--- src/rtl/acc_issue_ctrl_pkg.sv ---
// ---------------------------------------------------------------------------
// acc_issue_ctrl_pkg
//   Shared definitions for the accumulator issue path (the mac_defs set):
//   the FP32 zero constant used for padding, and the issue FSM state
//   encodings (IDLE / DRAIN / PAD).
//   No ports; imported by acc_issue_ctrl and acc_issue_ctrl_pointer.
// ---------------------------------------------------------------------------
package acc_issue_ctrl_pkg;

    // Positive zero in IEEE-754 single precision; adding it leaves a sum unchanged.
    localparam logic [31:0] FP32_ZERO = 32'h0000_0000;

    typedef enum logic [1:0] {
        ST_IDLE  = 2'd0,
        ST_DRAIN = 2'd1,
        ST_PAD   = 2'd2
    } issue_state_e;

    // A flush is in progress in any state other than IDLE.
    function automatic logic state_is_busy(input issue_state_e state);
        return state != ST_IDLE;
    endfunction

endpackage : acc_issue_ctrl_pkg

--- src/rtl/acc_issue_ctrl_pointer.sv ---
// ---------------------------------------------------------------------------
// acc_issue_ctrl_pointer
//   Wrapping up-counter used for the FIFO write/read pointers and the
//   accumulation group counter. Counts 0..Max and wraps back to 0.
// Ports:
//   clk    in   rising-edge clock
//   aclr   in   asynchronous reset, active-high (clears to 0)
//   sclr   in   synchronous clear (wins over en)
//   en     in   advance by one this cycle
//   value  out  current count (registered)
// ---------------------------------------------------------------------------
module acc_issue_ctrl_pointer
    import acc_issue_ctrl_pkg::*;
#(
    parameter int Width = 2,
    parameter int Max   = 3
) (
    input  logic             clk,
    input  logic             aclr,
    input  logic             sclr,
    input  logic             en,
    output logic [Width-1:0] value
);

    localparam logic [Width-1:0] MAX_VALUE = Width'(Max);

    logic [Width-1:0] value_d;
    logic [Width-1:0] value_q;

    // NOTE: every variable assigned in always_comb gets a default first, so no
    // path leaves it unassigned and no latch is inferred.
    always_comb begin
        value_d = value_q;
        if (sclr) begin
            value_d = '0;
        end else if (en) begin
            value_d = (value_q == MAX_VALUE) ? '0 : value_q + 1'b1;
        end
    end

    // NOTE: state registers use non-blocking assignments so every flop samples
    // the pre-edge values, independent of statement order.
    always_ff @(posedge clk or posedge aclr) begin
        if (aclr) begin
            value_q <= '0;
        end else begin
            value_q <= value_d;
        end
    end

    assign value = value_q;

endmodule : acc_issue_ctrl_pointer

--- src/rtl/acc_issue_ctrl.sv ---
// ---------------------------------------------------------------------------
// acc_issue_ctrl
//   Transmit side of the accumulator input handshake. Buffers operands from
//   the multiplier stage in a 2**BufferWidth deep FIFO and issues one per
//   accepted beat to the accumulator. Tracks the position inside the current
//   accumulation group (modulo AccumulateCount) and pulses GroupDone the
//   cycle after the last operand of a group has transferred.
//
// Optional feature (compile-time macro ACC_ISSUE_ZERO_PAD_EN):
//   defined     - Flush drains the FIFO and then pads the open group with
//                 +0.0 words so the accumulator sees a complete group.
//   not defined - Flush is ignored, FlushBusy is 0, a partial group waits
//                 for more data.
//
// Ports:
//   clk           in   rising-edge clock
//   aclr          in   asynchronous reset, active-high
//   PushValid     in   upstream operand valid
//   PushData      in   upstream operand
//   PushRdy       out  FIFO can accept (not full and not flushing)
//   Flush         in   pulse: finish the current (partial) group
//   DataOutValid  out  operand available to the accumulator
//   DataOutRdy    in   accumulator ready
//   DataOut       out  operand to the accumulator
//   GroupDone     out  1-cycle pulse after a group's last operand transfers
//   FlushBusy     out  high while a flush is in progress
// ---------------------------------------------------------------------------
module acc_issue_ctrl
    import acc_issue_ctrl_pkg::*;
#(
    parameter int DataWidth            = 32,
    parameter int BufferWidth          = 2,
    parameter int AccumulateCount      = 2,
    parameter int AccumulateCountWidth = 1
) (
    input  logic                 clk,
    input  logic                 aclr,
    input  logic                 PushValid,
    input  logic [DataWidth-1:0] PushData,
    output logic                 PushRdy,
    input  logic                 Flush,
    output logic                 DataOutValid,
    input  logic                 DataOutRdy,
    output logic [DataWidth-1:0] DataOut,
    output logic                 GroupDone,
    output logic                 FlushBusy
);

    localparam int DEPTH   = 2 ** BufferWidth;
    localparam int CNT_W   = BufferWidth + 1;
    localparam logic [CNT_W-1:0] FULL_COUNT = CNT_W'(DEPTH);
    localparam logic [AccumulateCountWidth-1:0] GROUP_LAST =
        AccumulateCountWidth'(AccumulateCount - 1);

    // -----------------------------------------------------------------------
    // State
    // -----------------------------------------------------------------------
    issue_state_e                  state_d;
    issue_state_e                  state_q;
    logic [CNT_W-1:0]              count_d;
    logic [CNT_W-1:0]              count_q;
    logic                          group_done_d;
    logic                          group_done_q;
    logic [DataWidth-1:0]          mem_q [DEPTH];

    logic [BufferWidth-1:0]          wptr;
    logic [BufferWidth-1:0]          rptr;
    logic [AccumulateCountWidth-1:0] group_cnt;

    // -----------------------------------------------------------------------
    // Handshake decode (registered state only, so full never opens a slot
    // in the same cycle as a pop)
    // -----------------------------------------------------------------------
    logic fifo_empty;
    logic fifo_full;
    logic padding;
    logic push;
    logic transfer;
    logic fifo_pop;
    logic group_wrap;

    assign fifo_empty = (count_q == '0);
    assign fifo_full  = (count_q == FULL_COUNT);
    assign padding    = (state_q == ST_PAD);

    assign PushRdy      = !fifo_full && (state_q == ST_IDLE);
    assign DataOutValid = padding || !fifo_empty;
    assign FlushBusy    = state_is_busy(state_q);
    assign GroupDone    = group_done_q;

    // Pad words come from the constant, not storage; outside a valid beat the
    // output is parked at zero so stale memory never shows on the bus.
    assign DataOut = padding        ? DataWidth'(FP32_ZERO) :
                     !fifo_empty    ? mem_q[rptr]           :
                                      '0;

    assign push       = PushValid && PushRdy;
    assign transfer   = DataOutValid && DataOutRdy;
    assign fifo_pop   = transfer && !padding;
    assign group_wrap = transfer && (group_cnt == GROUP_LAST);

    // -----------------------------------------------------------------------
    // Pointers and group counter
    // -----------------------------------------------------------------------
    acc_issue_ctrl_pointer #(
        .Width (BufferWidth),
        .Max   (DEPTH - 1)
    ) u_wptr (
        .clk   (clk),
        .aclr  (aclr),
        .sclr  (1'b0),
        .en    (push),
        .value (wptr)
    );

    acc_issue_ctrl_pointer #(
        .Width (BufferWidth),
        .Max   (DEPTH - 1)
    ) u_rptr (
        .clk   (clk),
        .aclr  (aclr),
        .sclr  (1'b0),
        .en    (fifo_pop),
        .value (rptr)
    );

    acc_issue_ctrl_pointer #(
        .Width (AccumulateCountWidth),
        .Max   (AccumulateCount - 1)
    ) u_group_cnt (
        .clk   (clk),
        .aclr  (aclr),
        .sclr  (group_wrap),
        .en    (transfer),
        .value (group_cnt)
    );

    // -----------------------------------------------------------------------
    // Next-state logic
    // -----------------------------------------------------------------------
    always_comb begin
        count_d      = count_q + CNT_W'(push) - CNT_W'(fifo_pop);
        group_done_d = group_wrap;
    end

`ifdef ACC_ISSUE_ZERO_PAD_EN
    always_comb begin
        state_d = state_q;
        case (state_q)
            ST_IDLE: begin
                if (Flush) begin
                    state_d = ST_DRAIN;
                end
            end
            ST_DRAIN: begin
                // Decide only once the FIFO is really empty; the group counter
                // then already reflects the last drained transfer.
                if (fifo_empty) begin
                    state_d = (group_cnt != '0) ? ST_PAD : ST_IDLE;
                end
            end
            ST_PAD: begin
                if (group_wrap) begin
                    state_d = ST_IDLE;
                end
            end
            default: state_d = ST_IDLE;
        endcase
    end
`else
    // Without padding the controller never leaves IDLE and Flush has no effect.
    logic unused_flush;
    assign unused_flush = Flush;

    always_comb begin
        state_d = ST_IDLE;
    end
`endif

    // -----------------------------------------------------------------------
    // Control registers
    // -----------------------------------------------------------------------
    always_ff @(posedge clk or posedge aclr) begin
        if (aclr) begin
            state_q      <= ST_IDLE;
            count_q      <= '0;
            group_done_q <= 1'b0;
        end else begin
            state_q      <= state_d;
            count_q      <= count_d;
            group_done_q <= group_done_d;
        end
    end

    // NOTE: the storage array has no reset; the occupancy counter defines which
    // entries are meaningful, so clearing the words would only cost logic.
    always_ff @(posedge clk) begin
        if (push) begin
            mem_q[wptr] <= PushData;
        end
    end

endmodule : acc_issue_ctrl
--- config.mk ---
export PLATFORM = sky130hd
export DESIGN_NAME = acc_issue_ctrl
export DESIGN_NICKNAME = d
export VERILOG_FILES = /design/src/rtl/acc_issue_ctrl_pkg.sv /design/src/rtl/acc_issue_ctrl_pointer.sv /design/src/rtl/acc_issue_ctrl.sv
export SDC_FILE = /design/constraint.sdc
export NUM_CORES = 1
export LEC_CHECK = 0
export ABC_AREA = 1
export ABC_CLOCK_PERIOD_IN_PS = 6600
export CAP_MARGIN = 20
export CORE_MARGIN = 8
export CORE_UTILIZATION = 45
export DETAILED_ROUTE_END_ITERATION = 12
export PLACE_DENSITY = 0.79
export REMOVE_ABC_BUFFERS = 1
export SLEW_MARGIN = 20
export SYNTH_ARGS = -nofsm -noshare
export SYNTH_HDL_FRONTEND = slang
export SYNTH_SLANG_ARGS = --single-unit
--- constraint.sdc ---
create_clock -name clk -period 6.6 [get_ports clk]
set_input_delay 0.99 -clock clk [delete_from_list [all_inputs] [get_ports clk]]
set_output_delay 0.99 -clock clk [all_outputs]
set_load 0.005 [all_outputs]
==> results of run 1 <==
[layout make-up]
class	count	area, sq um
Clock inverter	15	224.0
Tap cell	176	220.2
Inverter	146	549.3
Fill cell	1035	5542
Timing Repair Buffer	76	825.8
Sequential cell	137	4071
Clock buffer	17	425.4
Multi-Input combinational cell	261	1227
[kinds of logic (layout without fill, tap and decap cells)]
family	after synthesis	after routing	synth area share, %
and+or+nand+nor	217	217	15.21
buffers and inverters	170	254	11.71
DFF	137	137	68.22
AOI/OAI and AO/OA	34	34	2.853
adders and majority gates	8	8	1.804
other	1	1	0.06287
xor gates and xnor gates	1	1	0.1469
[state kept, by name, summed over array words and instances (netlist names)]
name,flops
GroupDone,1
u_wptr.value,2
u_group_cnt.value,1
mem_q,128
u_rptr.value,2
count_q,3
[worst paths after layout]
kind | to | slack, ns
worst min-delay path | u_group_cnt.value$_DFFE_PP0P_ | 0.48
worst min register to register | u_group_cnt.value$_DFFE_PP0P_ | 0.48
max in group asynchronous | u_rptr.value[0]$_DFFE_PP0P_ | 5.49
worst max-delay path | DataOut[2] | 2.84
worst max register to register | count_q[2]$_DFF_PP0_ | 4.24
min in group asynchronous | u_group_cnt.value$_DFFE_PP0P_ | 0.83
[cell usage in the layout (no fill, tap or decap), types with 2 or more instances in the layout]
| cell type | count |
|---|---|
| clkinvlp_4 | 3 |
| inv_6 | 2 |
| clkdlybuf4s50_1 | 70 |
| nand3_1 | 67 |
| inv_1 | 140 |
| clkbuf_16 | 17 |
| buf_4 | 2 |
| edfxtp_1 | 128 |
| dfrtp_1 | 7 |
| ha_1 | 7 |
| clkinv_4 | 3 |
| inv_2 | 5 |
| buf_16 | 4 |
| nand2_1 | 143 |
| nor2_4 | 4 |
| clkinv_1 | 2 |
| a21oi_1 | 32 |
| o21ai_1 | 2 |
| dfrtp_2 | 2 |
| bufinv_16 | 5 |
[critical path, stage by stage (launching register included)]
cell and delay [ns]:
dfrtp_2 0.72, inv_2 0.69, nand3_1 0.17, a21oi_1 0.21, clkdlybuf4s50_1 0.55
[layer usage]
layer	part of all wire, %	global-route usage (%)
met1	39	16.46
met2	54	26.85
met3	6.5	4.802
met4	0.70	6.972
met5	0	0
[per-stage QoR]
step | util, % | hold WS, ns | std cells | setup WS, ns | total power, mW
3_3_place_gp | 51.84 | 0.4539 | 792 | 3.245 | 2.422
6_report | 57.65 | 0.4807 | 828 | 2.836 | 3.516
4_1_cts | 56.80 | 0.4826 | 824 | 2.805 | 3.511
5_1_grt | 57.65 | 0.5093 | 828 | 2.636 | 3.731
3_5_place_dp | 51.84 | 0.4682 | 792 | 3.253 | 2.476
2_1_floorplan | - | 0.4419 | 544 | 3.232 | 1.836
[power by group through the flow]
stage / Clock (mW) / Combinational (mW) / Sequential [mW]
final: 1.02 / 1.26 / 1.24
after global routing: 1.07 / 1.41 / 1.25
after CTS: 1.04 / 1.23 / 1.24
after detailed placement: 0 / 1.22 / 1.26
after global placement: 0 / 1.17 / 1.25
after floorplan: 0 / 0.570 / 1.27
==> reports/qor.yml, run 1 <==
outcome:
  status: "finished clean"
clock_network:
  path_clk_slew_ns: 0.06
  cts_made_buffers: 17
  cts_buffer_depth: 2
  cts_tree: "yes"
  cts.htree.levels: 4
  clock_sinks: 137
  cts_setup_buffers: 0
  root_buffer: "clkbuf_16"
  post_cts_resized: 0
  clkLatencyLatePin_ns: 0.42
  hold_buffers: 0
critical_path:
  r2r_start: "count_q[1]$_DFF_PP0_"
  startpoint_type: "flip-flop"
  crit_path_max_fanout: 35
  reg2reg_depth: 9
  worst_setup_path_end_kind: "primary output"
  critPathLaunch: "u_rptr.value[1]$_DFFE_PP0P_"
  worstSetupPathType: "reg2out"
  cp.arrival_ns: 2.77
  cp.required_ns: 5.61
global_route:
  grt_max_degree: 68
  antenna_found_initial: 0
  grt_overflow_total: 0
  grt_pass1_wl_mm: 20.56
  gr-usage-all-layers_pct: 15.26
  first_global_vias: 4209
synthesis:
  synth.most_common_cell: "nand2_1"
  yosys_register_bits: 137
  synth_edf_count: 128
  async_reset_ff_share_pct: 6.569
  synth_area_leaders: "edfxtp_1 (64%), nand2_1 (9.0%), inv_1 (8.8%)"
  yosysTopAreaCellShare_pct: 64.44
  yosys_warnings: 0
  yosysSeqAreaShare_pct: 68.22
  syn_area_sq_um: 5964
  synth.avg_cell_area_sq_um: 10.50
  ys.flop_type: "edfxtp_1"
  synthCells: 568
  yosysTopAreaCell: "edfxtp_1"
  synth_commonest_cells: "nand2_1 (143), inv_1 (140), edfxtp_1 (128)"
  yosysUniqueCellTypes: 18
placement:
  dp_hpwl_mm: 7.141
  postPlaceCellArea_sq_um: 6783
  io_buffer_count: 70
  place_congestion: 0.6916
min_path:
  min_from: "u_group_cnt.value$_DFFE_PP0P_"
  hold_depth: 2
  hold_path_class: "reg2reg"
timing:
  finalSetupViolCount: 0
  rsz0062_at_grt: "false"
  drv_slew: 0
  worst_slew_pin_slew_ns: 0.9316
  fmax_mhz: 265.7
  fin_setup_tns_ns: 0
  skew_ns: 0.01588
  period_share_pct: 57.02
  post-route-min-period_ns: 3.764
  hold_viol_final: 0
  max_slew_margin_pct: 37.89
drt:
  dr.pass1.iters: 7
  ant_nets: 0
  routed_wl_mm: 12.80
  wl_per_cell_um: 15.46
  via_per_inst: 4.812
  drcViolationCount: 0
  vias: 3984
  drt-initial-drc-count: 312
die:
  io_pins: 73
  dieHeight_um: 131.1
  initial_core_util_pct: 45.58
  die_x_um: 131.1
  num_rows: 42
  coreArea_sq_um: 13090
  die_area_sq_um: 17190
power_and_ir_drop:
  power_frac_seq_pct: 35.3
  power_frac_clock_pct: 29.0
  powerDensity_nw_per_um2: 466.1
  p_switching_mw: 1.129
  p_leak_nw: 3.271
  combPwrFrac_pct: 35.7
  vdd_drop_max_mv: 0.2672
  p_int_mw: 2.387
  swShare_pct: 32.11
layout:
  final_nets: 684
  n_antenna_cell: 0
  drive_gt1_share_pct: 7.515
  design_area_sq_um: 7543
  area_delta_synth_final_pct: 26.47
flow_run:
  drv_cap: 0
(Power assumes the default switching activity.)
==> inputs of run 2 (changes only) <==
- ABC_CLOCK_PERIOD_IN_PS: 6600 -> 3800
- clock period: 6.6 -> 3.8 ns (I/O delays scaled with it)
==> run 2 against run 1 <==
Compared with the run above:
- first-iteration DRC count decreased by 9.6%
- worst hold slack worse by 0.057 ns
- utilization decreased by 1.0 points
- sequential power rose by 69%
- sequential cell count did not move
- critical path type unchanged
- routed wire length is 0.10% lower
- clock power increased by 58%
- die area is the same
- final area fell by 1.8%
- critical path depth is 1 higher
==> reports/qor.yml, run 2 (synthesis results as in run 1) <==
die:
  die_x_um: 131.1
  io_pins: 73
  num_rows: 42
  initial_core_util_pct: 45.58
  coreArea_sq_um: 13090
  die_area_sq_um: 17190
  dieHeight_um: 131.1
drt:
  drcViolationCount: 0
  via_per_inst: 4.852
  wl_per_cell_um: 15.43
  routed_wl_mm: 12.79
  drt-initial-drc-count: 282
  dr.pass1.iters: 7
  ant_nets: 0
  vias: 4022
layout:
  mostFrequentLayoutCells: "nand2_1 (143), inv_1 (140), edfxtp_1 (128), clkdlybuf4s50_1 (70), nand3_1 (67)"
  top_register: "mem_q"
  fillers: 1046
  register_area_sq_um: 4071
  drive_gt1_share_pct: 7.504
  n_antenna_cell: 0
  layout_commonest_cell: "nand2_1"
  final_nets: 685
  top_regs: "mem_q x128, count_q x3"
  multi_input_area_sq_um: 1227
  area_delta_synth_final_pct: 24.19
  largest_register_ffs: 128
timing:
  fmax_mhz: 312.8
  worst_slack_ns: 0.6031
  finalSetupViolCount: 0
  period_share_pct: 84.13
  worst_slew_pin_slew_ns: 0.9075
  skew_ns: 0.009057
  post-route-min-period_ns: 3.197
  rsz0062_at_grt: "false"
  fin_setup_tns_ns: 0
  max_slew_margin_pct: 39.43
  drv_slew: 0
  hold_viol_final: 0
  hold_slack_ns: 0.4237
critical_path:
  path_cells: "clkinv_2 -> nand2_1 -> nand3_1 -> a21oi_1 -> clkdlybuf4s50_1"
  r2r_end: "count_q[2]$_DFF_PP0_"
  crit_cells: 5
  cp.required_ns: 3.23
  max_stage_delay_ns: 0.69
  regToRegSetupSlack_ns: 1.55
  crit_path_max_fanout: 64
  critPathLaunch: "u_rptr.value[0]$_DFFE_PP0P_"
  startpoint_type: "flip-flop"
  worst_setup_path_end_kind: "primary output"
  reg2reg_depth: 9
  crit_buf_inv: 2
  cp.arrival_ns: 2.63
  r2r_start: "count_q[1]$_DFF_PP0_"
  cpLargestDelayFamily: "buffers and inverters"
  worstSetupPathType: "reg2out"
  critPathSlowestCell: "clkinv_2"
clock_network:
  cts_setup_buffers: 0
  root_buffer: "clkbuf_16"
  cts_made_buffers: 17
  post_cts_resized: 0
  path_clk_slew_ns: 0.06
  cts.htree.levels: 4
  clock_sinks: 137
  clkLatencyLatePin_ns: 0.41
  cts_buffer_depth: 2
  cts_tree: "yes"
  hold_buffers: 0
power_and_ir_drop:
  p_leak_nw: 3.222
  powerDensity_nw_per_um2: 793.7
  power_mw: 5.879
  vdd_drop_max_mv: 0.4239
global_route:
  first_global_vias: 4289
  grt_overflow_total: 0
  grt_pass1_wl_mm: 20.67
  grt_max_degree: 68
  antenna_found_initial: 0
  gr-usage-all-layers_pct: 15.30
placement:
  io_buffer_count: 70
  place_congestion: 0.7143
  dp_hpwl_mm: 7.534
  dpl_worst_slack_ns: 1.068
outcome:
  status: "finished clean"
min_path:
  hold_path_class: "in2async"
flow_run:
  drv_cap: 0
[run 2: worst reg2reg max path: cells and delay by family, from the launching register on]
| family | cells | cell delay (ns) |
|---|---|---|
| xor gates and xnor gates | 1 | 0.17 |
| adders and majority gates | 3 | 0.82 |
| buffers and inverters | 3 | 0.21 |
| DFF | 1 | 0.42 |
| and+or+nand+nor | 2 | 0.52 |
[run 2: through the flow]
step | utilization (%) | area, sq um | cells
6_report | 56.61 | 7407 | 829
2_1_floorplan | - | 5814 | 544
3_5_place_dp | 52.12 | 6820 | 797
3_3_place_gp | 52.12 | 6820 | 797
4_1_cts | 56.60 | 7406 | 829
5_1_grt | 56.61 | 7407 | 829
[run 2: cell type report]
type,instances,share of cell area [%]
tap,176,2.973
sequential,137,54.97
inverter,146,7.416
clock buffer,19,5.845
multi-input combinational,261,16.57
timing repair buffer,77,10.17
clock inverter,13,2.061
[run 2: worst max-delay path by stage]
stage | to | slack, ns
after floorplan | DataOut[0] | 0.85
after global placement | DataOut[24] | 1.08
after detailed placement | DataOut[27] | 1.07
after CTS | DataOut[24] | 0.63
after global routing | DataOut[24] | 0.33
final | DataOut[24] | 0.60
[run 2: report_power, final]
group / internal [mW] / switching (mW) / leakage [nW]
clock: 1.02 / 0.582 / 0.277
combinational: 0.945 / 1.24 / 1.67
sequential: 2.00 / 0.0920 / 1.28
[run 2: per-layer routing]
| layer | routed length (um) | track usage (%) | vias up |
|---|---|---|---|
| li1 | - | - | 1929 |
| met3 | 738 | 4.459 | 19 |
| met2 | 6745 | 27.30 | 118 |
| met5 | 0 | 0 | - |
| met4 | 196 | 7.101 | 0 |
| met1 | 5110 | 16.35 | 1956 |
==> inputs of run 3 (changes only) <==
- ABC_CLOCK_PERIOD_IN_PS: 3800 -> 3000
- clock period: 3.8 -> 3 ns (I/O delays scaled with it)
==> run 3 against run 2 <==
Compared with the run above:
- power up 29%
- global-route usage about the same
- final cell count is 0.36% higher
- utilization is 0.67 points higher
- sequential share of layout area decreased by 0.64 points
- via count shrank 0.47%
- critical path depth is 1 higher
- critical path type unchanged
==> reports/qor.yml, run 3 (synthesis results as in run 1) <==
layout:
  layout_commonest_cell: "nand2_1"
  top_register: "mem_q"
  area_delta_synth_final_pct: 25.66
  top_regs: "mem_q x128, count_q x3"
  largest_register_ffs: 128
  n_antenna_cell: 0
  multi_input_area_sq_um: 1227
  utilization_pct: 57.28
  mostFrequentLayoutCells: "nand2_1 (143), inv_1 (140), edfxtp_1 (128), clkdlybuf4s50_1 (70), nand3_1 (67)"
  finalNonFillerCells: 832
  register_area_sq_um: 4071
  drive_gt1_share_pct: 8.232
  design_area_sq_um: 7495
  final_nets: 688
  fillers: 1044
clock_network:
  cts_setup_buffers: 0
  hold_buffers: 0
  root_buffer: "clkbuf_16"
  cts_made_buffers: 17
  post_cts_resized: 0
  clkLatencyLatePin_ns: 0.42
  clock_sinks: 137
  cts.htree.levels: 4
  cts_buffer_depth: 2
  cts_tree: "yes"
  path_clk_slew_ns: 0.06
power_and_ir_drop:
  power_mw: 7.586
  swShare_pct: 32.68
  p_leak_nw: 3.257
  combPwrFrac_pct: 37.2
  power_frac_clock_pct: 27.9
  p_int_mw: 5.107
  power_frac_seq_pct: 34.9
  p_switching_mw: 2.479
  vdd_drop_max_mv: 0.4630
  powerDensity_nw_per_um2: 1012
placement:
  dp_hpwl_mm: 7.573
  dp.cells: 800
  postPlaceCellArea_sq_um: 6880
  place_congestion: 0.7238
  io_buffer_count: 70
  dpl_worst_slack_ns: 0.4939
global_route:
  grt_pass1_wl_mm: 20.89
  antenna_found_initial: 0
  first_global_vias: 4319
  grt_max_degree: 68
  met2_usage_pct: 27.61
  grt_overflow_total: 0
  use_met3_pct: 4.726
  use_met1_pct: 16.62
  gr-usage-all-layers_pct: 15.34
  grt.busiest_layer: "met2"
die:
  initial_core_util_pct: 45.58
  num_rows: 42
  io_pins: 73
  die_area_sq_um: 17190
  coreArea_sq_um: 13090
  die_x_um: 131.1
  dieHeight_um: 131.1
timing:
  worst_slew_pin_slew_ns: 0.7318
  post-route-min-period_ns: 2.841
  hold_viol_final: 0
  skew_ns: 0.01516
  rsz0062_at_grt: "false"
  period_share_pct: 94.69
  drv_slew: 0
  fin_setup_tns_ns: 0
  fmax_mhz: 352.0
  max_slew_margin_pct: 51.22
  finalSetupViolCount: 0
  worst_slack_ns: 0.1592
  hold_slack_ns: 0.3058
flow_run:
  drv_cap: 0
drt:
  drcViolationCount: 0
  via_per_inst: 4.811
  ant_nets: 0
  dr.pass1.iters: 5
  wl_per_cell_um: 15.40
  routed_wl_mm: 12.81
  drt-initial-drc-count: 340
  vias: 4003
critical_path:
  worst_setup_path_end_kind: "primary output"
  startpoint_type: "flip-flop"
  critPathLaunch: "count_q[1]$_DFF_PP0_"
  r2r_start: "count_q[1]$_DFF_PP0_"
  crit_path_max_fanout: 17
  cp.arrival_ns: 2.39
  worstSetupPathType: "reg2out"
  cp.required_ns: 2.55
outcome:
  status: "finished clean"
min_path:
  hold_path_class: "in2async"
[run 3: power by group through the flow]
stage | Sequential, mW | Combinational, mW | Clock, mW
final | 2.65 | 2.82 | 2.11
after global routing | 2.68 | 3.15 | 2.23
after CTS | 2.65 | 2.88 | 2.15
after detailed placement | 2.68 | 2.86 | 0
after global placement | 2.66 | 2.78 | 0
after floorplan | 2.78 | 1.25 | 0
[run 3: worst paths after layout]
kind	endpoint	slack, ns	cells after the start
worst max-delay path	DataOut[0]	0.16	6
worst min-delay path	GroupDone$_DFF_PP0_	0.31	2
worst max register to register	count_q[2]$_DFF_PP0_	0.96	10
worst min register to register	u_group_cnt.value$_DFFE_PP0P_	0.49	2
max in group asynchronous	u_rptr.value[0]$_DFFE_PP0P_	2.40	2
min in group clk	u_group_cnt.value$_DFFE_PP0P_	0.49	2
[run 3: cell type report]
cell class,instances,share of cell area [%]
well taps,176,2.938
repair buffers,80,10.85
clock buffers,19,5.910
flip-flops and latches,137,54.32
inverters,146,7.346
multi-input cells,261,16.38
clock inverters,13,2.254
[run 3: critical path, stage by stage, from the launching register on]
cell and delay (ns):
dfrtp_1 0.42, inv_2 0.07, nand3_2 0.11, inv_1 0.32
buf_12 0.29, a21oi_1 0.21, clkdlybuf4s50_1 0.55
[run 3: layer usage]
layer | wire length, um | up-vias
li1 | - | 1935
met1 | 5047 | 1950
met2 | 6890 | 106
met3 | 776 | 12
met4 | 100 | 0
met5 | 0 | -
